File: src/rtl/blink_code_gen.sv
// Status-code blink sequencer: replays a latched MSB-first binary code forever as
// long/short pulses with inter-symbol gaps and an inter-frame pause.
module blink_code_gen #(
    parameter int unsigned CODE_W    = 4,
    parameter int unsigned SHORT_CYC = 20,
    parameter int unsigned LONG_CYC  = 60,
    parameter int unsigned GAP_CYC   = 20,
    parameter int unsigned PAUSE_CYC = 200
) (
    input  logic                             clk,
    input  logic                             rst_n,
    input  logic                             code_valid,
    output logic                             code_ready,
    input  logic [CODE_W-1:0]                code_data,
    input  logic [$clog2(CODE_W+1)-1:0]      code_len,
    output logic                             led_out,
    output logic                             long_on,
    output logic                             frame_done,
    output logic                             busy
);

    localparam int unsigned LEN_W   = $clog2(CODE_W + 1);
    localparam int unsigned IDX_W   = (CODE_W > 1) ? $clog2(CODE_W) : 1;
    localparam int unsigned MAX_LG  = (LONG_CYC > GAP_CYC) ? LONG_CYC : GAP_CYC;
    localparam int unsigned MAX_CYC = (MAX_LG > PAUSE_CYC) ? MAX_LG : PAUSE_CYC;
    localparam int unsigned CNT_W   = $clog2(MAX_CYC + 1);

    typedef enum logic [1:0] {
        IDLE  = 2'd0,
        ON    = 2'd1,
        GAP   = 2'd2,
        PAUSE = 2'd3
    } state_t;

    state_t             state_q, state_d;
    logic [CNT_W-1:0]   cnt_q, cnt_d;
    logic [IDX_W-1:0]   idx_q, idx_d;
    logic [CODE_W-1:0]  code_q, code_d;
    logic [LEN_W-1:0]   len_q, len_d;
    logic [LEN_W-1:0]   len_in;
    logic               accept;
    logic               led_d, long_d, done_d, busy_d, ready_d;

    // Counter holds remaining cycles minus one, so a segment ends when it reads zero.
    function automatic logic [CNT_W-1:0] sym_load(input logic bit_v);
        return bit_v ? CNT_W'(LONG_CYC - 1) : CNT_W'(SHORT_CYC - 1);
    endfunction

    always_comb begin
        state_d = state_q;
        cnt_d   = cnt_q;
        idx_d   = idx_q;
        code_d  = code_q;
        len_d   = len_q;
        accept  = code_valid && code_ready;
        len_in  = (code_len > LEN_W'(CODE_W)) ? LEN_W'(CODE_W) : code_len;

        case (state_q)
            ON: begin
                if (cnt_q == '0) begin
                    if (idx_q == '0) begin
                        state_d = PAUSE;
                        cnt_d   = CNT_W'(PAUSE_CYC - 1);
                    end else begin
                        state_d = GAP;
                        cnt_d   = CNT_W'(GAP_CYC - 1);
                    end
                end else begin
                    cnt_d = cnt_q - CNT_W'(1);
                end
            end
            GAP: begin
                if (cnt_q == '0) begin
                    idx_d   = idx_q - IDX_W'(1);
                    state_d = ON;
                    cnt_d   = sym_load(code_q[idx_d]);
                end else begin
                    cnt_d = cnt_q - CNT_W'(1);
                end
            end
            PAUSE: begin
                if (cnt_q == '0) begin
                    idx_d   = IDX_W'(len_q - LEN_W'(1));
                    state_d = ON;
                    cnt_d   = sym_load(code_q[idx_d]);
                end else begin
                    cnt_d = cnt_q - CNT_W'(1);
                end
            end
            default: ;
        endcase

        // A new code overrides whatever the pause was doing.
        if (accept) begin
            code_d = code_data;
            len_d  = len_in;
            if (len_in != '0) begin
                idx_d   = IDX_W'(len_in - LEN_W'(1));
                state_d = ON;
                cnt_d   = sym_load(code_data[idx_d]);
            end else begin
                idx_d   = '0;
                state_d = IDLE;
                cnt_d   = '0;
            end
        end

        led_d   = (state_d == ON);
        long_d  = ((state_d == ON) || (state_d == GAP)) && code_d[idx_d];
        done_d  = (state_d == PAUSE) && (cnt_d == '0);
        busy_d  = (state_d != IDLE);
        ready_d = (state_d == IDLE) || (state_d == PAUSE);
    end

    always_ff @(posedge clk or negedge rst_n) begin
        if (!rst_n) begin
            state_q    <= IDLE;
            cnt_q      <= '0;
            idx_q      <= '0;
            code_q     <= '0;
            len_q      <= '0;
            led_out    <= 1'b0;
            long_on    <= 1'b0;
            frame_done <= 1'b0;
            busy       <= 1'b0;
            code_ready <= 1'b1;
        end else begin
            state_q    <= state_d;
            cnt_q      <= cnt_d;
            idx_q      <= idx_d;
            code_q     <= code_d;
            len_q      <= len_d;
            led_out    <= led_d;
            long_on    <= long_d;
            frame_done <= done_d;
            busy       <= busy_d;
            code_ready <= ready_d;
        end
    end

endmodule

File: config.mk
export PLATFORM = sky130hd
export DESIGN_NAME = blink_code_gen
export DESIGN_NICKNAME = d
export VERILOG_FILES = /design/src/rtl/blink_code_gen.sv
export SDC_FILE = /design/constraint.sdc
export NUM_CORES = 1
export LEC_CHECK = 0
export ABC_AREA = 1
export CAP_MARGIN = 20
export CORE_MARGIN = 3
export CORE_UTILIZATION = 30
export CTS_CLUSTER_DIAMETER = 80
export DETAILED_ROUTE_END_ITERATION = 10
export HOLD_SLACK_MARGIN = 0.08
export SETUP_SLACK_MARGIN = 0.2
export SKIP_LAST_GASP = 1
export SYNTH_ARGS = -nofsm -noshare
export SYNTH_HDL_FRONTEND = slang
export SYNTH_SLANG_ARGS = --single-unit
File: constraint.sdc
create_clock -name clk -period 4.3 [get_ports clk]
set_input_delay 0.645 -clock clk [delete_from_list [all_inputs] [get_ports clk]]
set_output_delay 0.645 -clock clk [all_outputs]
set_load 0.02 [all_outputs]
==> flow_summary.toml, run 1 <==
[pwr]
p_leak_uw = 0.000989
pwr_density_cell_mw_per_mm2 = 713
worst_ir_drop_vdd_mv = 0.303

[die]
start_util = 0.322
die_w_um = 78.3
top_level_ports = 15
core_mm2 = 0.00488
die_area_mm2 = 0.00613
die_y_um = 78.3
placement_rows = 25

[place]
hpwl_um = 2960
port_buffers = 14
gp_routability_congestion = 0.876
dpl-instance-area_mm2 = 0.00178

[sta]
timing.fmax_mhz = 381
timing.slew.headroom = 0.689
timing.final.crit_share = 0.610
fin_skew_ps = 1.12
final.min_clock_period_ps = 2620
setup-tns-final_ps = 0
timing.final.max_slew_violations = 0
grt_setup_unrepaired = "no"
tightest_slew_ps = 465
final-hold-violation-count = 0
setup_viol_count_final = 0

[finish]
area.sequential_um2 = 577
post_layout_nets = 268
postLayoutCellArea_mm2 = 0.00186
multiInputGateArea_um2 = 837
area_delta_synth_final_pct = 18.3
diodes = 0
filler_cell_count = 534
layout-drive-gt1-share = 0.108
finish.utilization = 0.381

[route]
route.vias.total = 1426
drt_first_pass_iters = 4
initialDrtViolationCount = 74
sum_of_routed_wire_length_over_all_layers_um = 3690
route.detailed.wl_per_inst_um = 11.6
number_of_remaining_drc_errors = 0
ant_nets = 0
routed_via_density = 4.48

[logic_synthesis]
synth-seq-cells = 23
synth.top_cells.by_count = "sky130_fd_sc_hd__nand2_1 (78), sky130_fd_sc_hd__inv_1 (34), sky130_fd_sc_hd__dfrtp_1 (22), sky130_fd_sc_hd__nand3_1 (22), sky130_fd_sc_hd__nor2_1 (17)"
syn_nets = 250
async_reset_ff_frac = 1.00
leading_cell_type_by_number_of_instances_after_synthesis = "sky130_fd_sc_hd__nand2_1"
synth_top_area_frac = 0.351
synthFlopType = "sky130_fd_sc_hd__dfrtp_1"
synthesis.yosys.warnings = 0
synth.yosys.seq_area_share = 0.368
post_synth_inst_count = 234
yosys-top-cells-area = "sky130_fd_sc_hd__dfrtp_1 (35%), sky130_fd_sc_hd__nand2_1 (19%), sky130_fd_sc_hd__inv_1 (8.1%)"
yosysUniqueCellTypes = 23
post_synth.cell_area_avg_um2 = 6.71
netlist.top_cell.by_area = "sky130_fd_sc_hd__dfrtp_1"
synth_enable_flop_cells = 0
synth_area_mm2 = 0.00157

[clock_network]
worst_skew_late_latency_ps = 260
cts_tree = "done"
cts_max_level = 1
clockBufferDepth = 2
cts_hold_buffers = 0
cts_resized = 0
cts-buffers-inserted = 3
clk_sinks = 23
path_clk_slew_ps = 80
clock-root-buffer = "sky130_fd_sc_hd__clkbuf_8"
post_cts_buffers = 0

[run_status]
status = "completed"

[setup_path]
critical_path.n_buffers_inverters = 4
worst-endpoint-arrival_ps = 2780
timing.critical_path.slowest_cell_delay_ps = 400
slowest_stage = "sky130_fd_sc_hd__clkdlybuf4s50_1"
worst_endpoint_required_time_ps = 4450
cp-end-kind = "flop"
path_cells = "clkdlybuf4s50_1, nand2_1, inv_1, nand2_1, inv_1, a21oi_1, inv_1, ha_1, nand3_1, nor2_1, nand2_1, nor2_2"
criticalPathCategory = "in2reg"
cp-start-kind = "input pin"
peak_fanout_along_the_critical_path = 15
cp_top_family = "buffers and inverters"

[min_path]
min-delay-path-class = "reg2reg"

[grt]
grt_pass1_vias = 1283
grt_antenna_before_repair = 0
globalRouteTotalUtil = 0.127
pin_count_of_the_biggest_net_entering_global_routing = 24
grt_pass1_wl_um = 6200
grt_remaining_overflow = 0

[flow_run]
cap_viol_max_count = 0
-- worst paths after layout --
check	start	to	slack [ps]	cells past startpoint
max	code_valid	frame_done$_DFF_PN0_	1680	12
min	len_q[1]$_DFFE_PN0P_	len_q[1]$_DFFE_PN0P_	540	2
max reg2reg	code_ready$_DFF_PN1_	frame_done$_DFF_PN0_	2000	11
min reg2reg	len_q[1]$_DFFE_PN0P_	len_q[1]$_DFFE_PN0P_	540	2
max in group asynchronous	rst_n	code_ready$_DFF_PN1_	3220	2
min in group asynchronous	rst_n	cnt_q[4]$_DFF_PN0_	620	1
-- layer usage --
layer	GRT usage	vias to the layer above	share of wire
li1	-	765	-
met1	0.180	638	0.52
met2	0.199	21	0.45
met3	0.0138	2	0.017
met4	0.0472	0	0.012
met5	0	-	0
-- final cells by class --
cell class / count / share of cell area
inverters: 39 / 0.0788
repair buffers: 15 / 0.0903
well taps: 67 / 0.0451
multi-input cells: 170 / 0.451
flip-flops and latches: 23 / 0.311
clock buffers: 4 / 0.0243
-- through the flow --
stage / std cells / setup WS, ps / hold slack, ps / power (uW)
after detailed placement: 313 / 1410 / 530 / 1190
after global routing: 318 / 1470 / 568 / 1470
after CTS: 317 / 1690 / 550 / 1330
after global placement: 313 / 1530 / 542 / 1190
final: 318 / 1680 / 541 / 1320
after floorplan: 234 / 2290 / 349 / 979
-- cells in the final DEF (no fill, tap or decap), types with 2 or more instances in the layout --
| cell | instances |
|---|---|
| sky130_fd_sc_hd__nand2_1 | 78 |
| sky130_fd_sc_hd__nor2_1 | 17 |
| sky130_fd_sc_hd__nor3_1 | 2 |
| sky130_fd_sc_hd__ha_1 | 6 |
| sky130_fd_sc_hd__nand3_1 | 22 |
| sky130_fd_sc_hd__inv_2 | 5 |
| sky130_fd_sc_hd__a21oi_1 | 11 |
| sky130_fd_sc_hd__nand2_2 | 5 |
| sky130_fd_sc_hd__o21ai_0 | 11 |
| sky130_fd_sc_hd__clkbuf_8 | 3 |
| sky130_fd_sc_hd__clkdlybuf4s50_1 | 14 |
| sky130_fd_sc_hd__o21ai_1 | 3 |
| sky130_fd_sc_hd__inv_1 | 34 |
| sky130_fd_sc_hd__nand3_2 | 3 |
| sky130_fd_sc_hd__dfrtp_1 | 22 |
| sky130_fd_sc_hd__nor2_2 | 6 |
-- sequential cells by signal, indices dropped and copies added, names as in the netlist --
signal,count
busy,1
cnt_q,8
code_q,4
code_ready,1
frame_done,1
idx_q,2
led_out,1
len_q,2
long_on,1
state_q,2
-- worst register-to-register path: stages, from the launching register on --
cell                      delay [ps]
sky130_fd_sc_hd__dfstp_2         540
sky130_fd_sc_hd__nand2_1         280
sky130_fd_sc_hd__inv_1           380
sky130_fd_sc_hd__nand2_1         200
sky130_fd_sc_hd__inv_1           150
sky130_fd_sc_hd__a21oi_1          80
sky130_fd_sc_hd__inv_1           120
sky130_fd_sc_hd__ha_1            160
sky130_fd_sc_hd__nand3_1          70
sky130_fd_sc_hd__nor2_1          100
sky130_fd_sc_hd__nand2_1          70
sky130_fd_sc_hd__nor2_2           90
-- where the power goes --
part	leakage, uW	internal, uW	switching (uW)	total [uW]
logic	0.000679	277	503	780
registers	0.000287	318	92.6	410
clock network	0.0000228	66.0	67.1	133
-- cell families (layout without fill, tap and decap cells) --
family / Yosys count / count (layout) / synth area share
AO/OA/AOI/OAI: 27 / 27 / 0.0901
adder cells (fa/ha/maj): 6 / 6 / 0.0478
buffers and inverters: 41 / 58 / 0.0989
AND/OR/NAND/NOR: 137 / 137 / 0.396
flip-flops: 23 / 23 / 0.368
Power figures use the tool's default switching activity.
==> run 2: changes to the inputs <==
==> constraint.sdc (replaced) <==
create_clock -name clk -period 2.4 [get_ports clk]
set_input_delay 0.36 -clock clk [delete_from_list [all_inputs] [get_ports clk]]
set_output_delay 0.36 -clock clk [all_outputs]
set_load 0.02 [all_outputs]
==> run 2 against run 1 <==
Via count is 3.3% higher. Register-to-register slack worse by 1700 ps. Total power up 86%. Clock power increased by 92%. Worst hold slack lost 110 ps. Sequential cell count did not move. Sequential share of layout area decreased by 0.97 points. Non-clock buffer count is 8 higher. Wire length up 1.0%. Largest power group unchanged. Critical endpoint unchanged.
==> flow_summary.toml, run 2 (synthesis gave the netlist of run 1 again) <==
[run_status]
status = "completed"

[setup_path]
worst_endpoint_required_time_ps = 2570
worst_path_most_repeated_cell = "sky130_fd_sc_hd__nand2_2"
slowest_stage = "sky130_fd_sc_hd__dfrtp_1"
cp_top_family = "simple AND/OR/NAND/NOR gates"
cp-end-kind = "flop"
worst-endpoint-arrival_ps = 2240
timing.critical_path.slowest_cell_delay_ps = 410
r2r_cells = 16
cp-start-kind = "flop"
path_cells = "inv_1, ha_4, inv_1, nor2_2, nand2_2, nor2_8, nand2_2, nand2_2, nand2_1, a21oi_2, inv_2, ha_1, nand3_1, nor2_1, nand2_1, nor2_2"
critical_path.n_buffers_inverters = 3
criticalPathCategory = "reg2reg"
peak_fanout_along_the_critical_path = 5
critical_path_depth = 16

[pwr]
clockPowerShare = 0.104
p_seq_frac = 0.294
p_comb_frac = 0.602
p_leak_uw = 0.00102
pwr_density_cell_mw_per_mm2 = 1290
power.total_uw = 2460
sw_frac_of_total = 0.495
intPower_uw = 1240
worst_ir_drop_vdd_mv = 0.647
switchingPower_uw = 1220

[sta]
timing.final.max_slew_violations = 0
timing.slew.headroom = 0.799
timing.final.crit_share = 0.862
tightest_slew_ps = 301
final.min_clock_period_ps = 2070
fin_skew_ps = 5.04
worst_slack_ps = 330
setup-tns-final_ps = 0
timing.fmax_mhz = 483
final-hold-violation-count = 0
grt_setup_unrepaired = "no"
setup_viol_count_final = 0

[clock_network]
clock-root-buffer = "sky130_fd_sc_hd__clkbuf_8"
cts_hold_buffers = 0
clockBufferDepth = 2
cts_tree = "done"
cts_max_level = 1
cts-buffers-inserted = 3
worst_skew_late_latency_ps = 270
clk_sinks = 23
path_clk_slew_ps = 90

[finish]
area_delta_synth_final_pct = 22.2
finish.utilization = 0.393
final_cell_count_no_fill = 326
most_common_cell_after_layout_fill_and_taps_aside = "sky130_fd_sc_hd__nand2_1"
layout-drive-gt1-share = 0.154
largest_register = "cnt_q"
diodes = 0
post_layout_nets = 276
max_ffs_per_register = 8
top_regs = "cnt_q: 8 flops, code_q: 4 flops"
top_library_cells_by_usage_in_the_layout_fill_and_taps_aside = "sky130_fd_sc_hd__nand2_1 (78), sky130_fd_sc_hd__inv_1 (32), sky130_fd_sc_hd__nand3_1 (22), sky130_fd_sc_hd__dfrtp_1 (22), sky130_fd_sc_hd__nor2_1 (17)"

[place]
dpl_worst_slack_ps = 130
placed_cells = 318
hpwl_um = 2920
gp_routability_congestion = 0.898
port_buffers = 14

[route]
ant_nets = 0
routed_via_density = 4.52
drt_first_pass_iters = 4
initialDrtViolationCount = 101
sum_of_routed_wire_length_over_all_layers_um = 3730
number_of_remaining_drc_errors = 0
route.vias.total = 1473
route.detailed.wl_per_inst_um = 11.4

[die]
die_y_um = 78.3
die_w_um = 78.3
placement_rows = 25
die_area_mm2 = 0.00613
top_level_ports = 15
core_mm2 = 0.00488
start_util = 0.322

[grt]
grt_pass1_vias = 1415
grt_remaining_overflow = 0
grt_antenna_before_repair = 0
globalRouteTotalUtil = 0.133
grt_pass1_wl_um = 6620
pin_count_of_the_biggest_net_entering_global_routing = 24

[flow_run]
cap_viol_max_count = 0

[min_path]
min-delay-path-class = "in2async"
-- run 2: cell types whose count changed in the layout (fill, tap and decap cells not counted), sizes merged --
cell,before,now
clkinvlp,0,1
buf,1,9
clkbuf,4,3
-- run 2: worst paths after layout --
check                                      from              endpoint  slack (ps)
setup / recovery             cnt_q[1]$_DFF_PN0_  frame_done$_DFF_PN0_         330
hold / removal                            rst_n    cnt_q[7]$_DFF_PN0_         430
setup reg to reg             cnt_q[1]$_DFF_PN0_  frame_done$_DFF_PN0_         330
hold reg to reg            len_q[1]$_DFFE_PN0P_  len_q[1]$_DFFE_PN0P_         520
min in group clk           len_q[1]$_DFFE_PN0P_  len_q[1]$_DFFE_PN0P_         520
max in group asynchronous                 rst_n  code_ready$_DFF_PN1_        1690
-- run 2: layout make-up --
cell class / instances / area (um2)
clock inverters: 1 / 7.51
clock buffers: 3 / 41.3
repair buffers: 23 / 208
inverters: 39 / 146
multi-input cells: 170 / 853
fillers: 558 / 2960
flip-flops and latches: 23 / 577
well taps: 67 / 83.8
-- run 2: routing by layer --
layer / wire, um / up-vias / global-route usage / share of wire
li1: - / 777 / - / -
met1: 1960 / 669 / 0.195 / 0.52
met4: 59 / 0 / 0.0455 / 0.016
met3: 65 / 5 / 0.0103 / 0.017
met2: 1650 / 22 / 0.206 / 0.44
met5: 0 / - / 0 / 0
-- run 2: timing repair --
item / 4_1_cts / 5_1_grt
setup endpoints to repair: 0 / 2
resized for setup: 0 / 6
setup buffers: 0 / 4
-- run 2: worst reg2reg max path, cell delays in order, from the launching register on --
cell and delay, ps:
sky130_fd_sc_hd__dfrtp_1 410, sky130_fd_sc_hd__inv_1 100, sky130_fd_sc_hd__ha_4 140, sky130_fd_sc_hd__inv_1 50, sky130_fd_sc_hd__nor2_2 130, sky130_fd_sc_hd__nand2_2 100, sky130_fd_sc_hd__nor2_8 160, sky130_fd_sc_hd__nand2_2 60
sky130_fd_sc_hd__nand2_2 80, sky130_fd_sc_hd__nand2_1 80, sky130_fd_sc_hd__a21oi_2 180, sky130_fd_sc_hd__inv_2 60, sky130_fd_sc_hd__ha_1 190, sky130_fd_sc_hd__nand3_1 70, sky130_fd_sc_hd__nor2_1 40, sky130_fd_sc_hd__nand2_1 70
sky130_fd_sc_hd__nor2_2 40
-- run 2: stage by stage --
stage / instance area (um2) / hold slack (ps)
2_1_floorplan: 1570 / 64.4
3_3_place_gp: 1820 / 493
3_5_place_dp: 1820 / 500
4_1_cts: 1870 / 442
5_1_grt: 1920 / 459
6_report: 1920 / 430
-- run 2: power by group through the flow --
stage | Sequential, uW | Combinational [uW] | Clock (uW)
floorplan | 732 | 1020 | 0
global placement | 730 | 1420 | 0
detailed placement | 730 | 1410 | 0
CTS | 721 | 1420 | 262
global route | 751 | 1720 | 279
finish | 724 | 1480 | 256
==> run 3: changes to the inputs <==
--- a/config.mk
+++ b/config.mk
@@ -12,6 +12,8 @@
 export CTS_CLUSTER_DIAMETER = 80
 export DETAILED_ROUTE_END_ITERATION = 10
 export HOLD_SLACK_MARGIN = 0.08
+export PLACE_DENSITY = 0.55
+export RECOVER_POWER = 100
 export SETUP_SLACK_MARGIN = 0.2
 export SKIP_LAST_GASP = 1
 export SYNTH_ARGS = -nofsm -noshare
==> run 3 against run 2 <==
Critical endpoint unchanged. Utilization fell by 0.23 points. Clock-buffer cell count up 1. Sequential share of layout area up 0.18 points. Register-to-register slack got worse by 50 ps. Critical path type unchanged. Worst hold slack improved by 93 ps. Final area down 0.59%. Critical path depth stayed put. Non-clock buffer count did not move. Cell count unchanged. First-iteration DRC count shrank 4.0%. Sequential cell count is the same. Highest routed layer unchanged. Largest cell class unchanged. Fmax fell by 2.2%.
==> flow_summary.toml, run 3 (synthesis gave the netlist of run 1 again) <==
[setup_path]
path_cells = "inv_1, ha_4, inv_1, nor2_2, nand2_1, nor2_8, nand2_2, nand2_2, nand2_2, a21oi_4, inv_2, ha_1, nand3_1, nor2_1, nand2_1, nor2_2"
peak_fanout_along_the_critical_path = 5
crit-reg2reg-launch = "cnt_q[0]$_DFF_PN0_"
worst-endpoint-arrival_ps = 2270
worst_path_most_repeated_cell = "sky130_fd_sc_hd__nand2_2"
r2r_cells = 16
criticalPathCategory = "reg2reg"
timing.critical_path.slowest_cell_delay_ps = 370
worst_endpoint_required_time_ps = 2560
reg2reg_to = "frame_done$_DFF_PN0_"
cp-end-kind = "flop"
timing.reg2reg.setup_slack_ps = 280
slowest_stage = "sky130_fd_sc_hd__dfrtp_1"
cp-start-kind = "flop"

[pwr]
worst_ir_drop_vdd_mv = 0.485
p_leak_uw = 0.00101
pwr_density_cell_mw_per_mm2 = 1270

[finish]
post_layout_nets = 276
top_library_cells_by_usage_in_the_layout_fill_and_taps_aside = "sky130_fd_sc_hd__nand2_1 (78), sky130_fd_sc_hd__inv_1 (33), sky130_fd_sc_hd__nand3_1 (23)"
largest_register = "cnt_q"
postLayoutCellArea_mm2 = 0.00191
most_common_cell_after_layout_fill_and_taps_aside = "sky130_fd_sc_hd__nand2_1"
diodes = 0
area_delta_synth_final_pct = 21.5
top_regs = "cnt_q: 8 flops, code_q: 4 flops"
max_ffs_per_register = 8
layout-drive-gt1-share = 0.131

[place]
hpwl_um = 2850
port_buffers = 14
dpl_worst_slack_ps = 113
gp_routability_congestion = 0.871
dpl-instance-area_mm2 = 0.00183

[min_path]
min-delay-path-class = "reg2reg"
timing.hold.worst.start = "len_q[1]$_DFFE_PN0P_"
min_delay_worst_endpoint = "len_q[1]$_DFFE_PN0P_"
count_of_cells_along_the_worst_hold_path = 2

[clock_network]
cts_tree = "done"
clockBufferDepth = 2
clock-root-buffer = "sky130_fd_sc_hd__clkbuf_8"
cts-buffers-inserted = 3
cts_max_level = 1
worst_skew_late_latency_ps = 260
path_clk_slew_ps = 80
cts_hold_buffers = 0
clk_sinks = 23

[die]
top_level_ports = 15
start_util = 0.322
die_area_mm2 = 0.00613
placement_rows = 25
core_mm2 = 0.00488
die_w_um = 78.3
die_y_um = 78.3

[route]
ant_nets = 0
number_of_remaining_drc_errors = 0
route.vias.total = 1415
sum_of_routed_wire_length_over_all_layers_um = 3620
routed_via_density = 4.34
initialDrtViolationCount = 97
drt_first_pass_iters = 4
route.detailed.wl_per_inst_um = 11.1

[grt]
globalRouteTotalUtil = 0.125
grt_remaining_overflow = 0
grt_antenna_before_repair = 0
grt_pass1_wl_um = 6170
grt_pass1_vias = 1297
pin_count_of_the_biggest_net_entering_global_routing = 24

[sta]
grt_setup_unrepaired = "no"
final-hold-violation-count = 0
timing.slew.headroom = 0.166
whs_ps = 523
fin_skew_ps = 2.36
setup_viol_count_final = 0
setup-tns-final_ps = 0
final.min_clock_period_ps = 2120
tightest_slew_ps = 1250
timing.fmax_mhz = 472
timing.final.max_slew_violations = 0
worst_slack_ps = 283
timing.final.crit_share = 0.882

[run_status]
status = "completed"

[flow_run]
cap_viol_max_count = 0
run 3: repair_timing:
action                                  4_1_cts  5_1_grt
setup buffers                                 0        3
gates resized for setup                       0        8
endpoints found under the setup margin        0        2
run 3: worst max path at each step:
stage,depth (start not counted),startpoint,to
floorplan,16,cnt_q[0]$_DFF_PN0_,frame_done$_DFF_PN0_
global placement,11,code_len[1],frame_done$_DFF_PN0_
detailed placement,11,code_len[1],frame_done$_DFF_PN0_
CTS,16,cnt_q[0]$_DFF_PN0_,frame_done$_DFF_PN0_
global route,16,cnt_q[0]$_DFF_PN0_,long_on$_DFF_PN0_
finish,16,cnt_q[0]$_DFF_PN0_,frame_done$_DFF_PN0_
run 3: layout make-up:
type | instances | area, um2
fill | 534 | 2970
multi-input combinational | 170 | 857
sequential | 23 | 577
timing repair buffer | 23 | 196
inverter | 39 | 146
tap | 67 | 83.8
clock buffer | 4 | 45.0
run 3: per-stage QoR:
stage | cells | util | total power [uW]
after floorplan | 234 | - | 1750
after CTS | 323 | 0.384 | 2400
final | 326 | 0.391 | 2430
after global placement | 319 | 0.375 | 2160
after detailed placement | 319 | 0.375 | 2140
after global routing | 326 | 0.391 | 2690
run 3: power by group:
| group | internal, uW | total [uW] | switching, uW |
|---|---|---|---|
| Clock | 118 | 242 | 123 |
| Sequential | 569 | 724 | 155 |
| Combinational | 544 | 1460 | 916 |
| Total | 1230 | 2430 | 1190 |
run 3: worst max-delay path, delay by kind of cell (launching register included):
kind	cells	cell delay, ps
compound gates	1	170
fa+ha+maj	2	360
buf+inv	3	260
flops	1	370
simple gates	10	840
run 3: layer usage:
layer  vias to the layer above  track usage  wire length, um
met5                         -            0                0
met1                       623        0.192             1970
li1                        776            -                -
met2                        14        0.188             1560
met4                         0       0.0315               29
met3                         2       0.0103               57
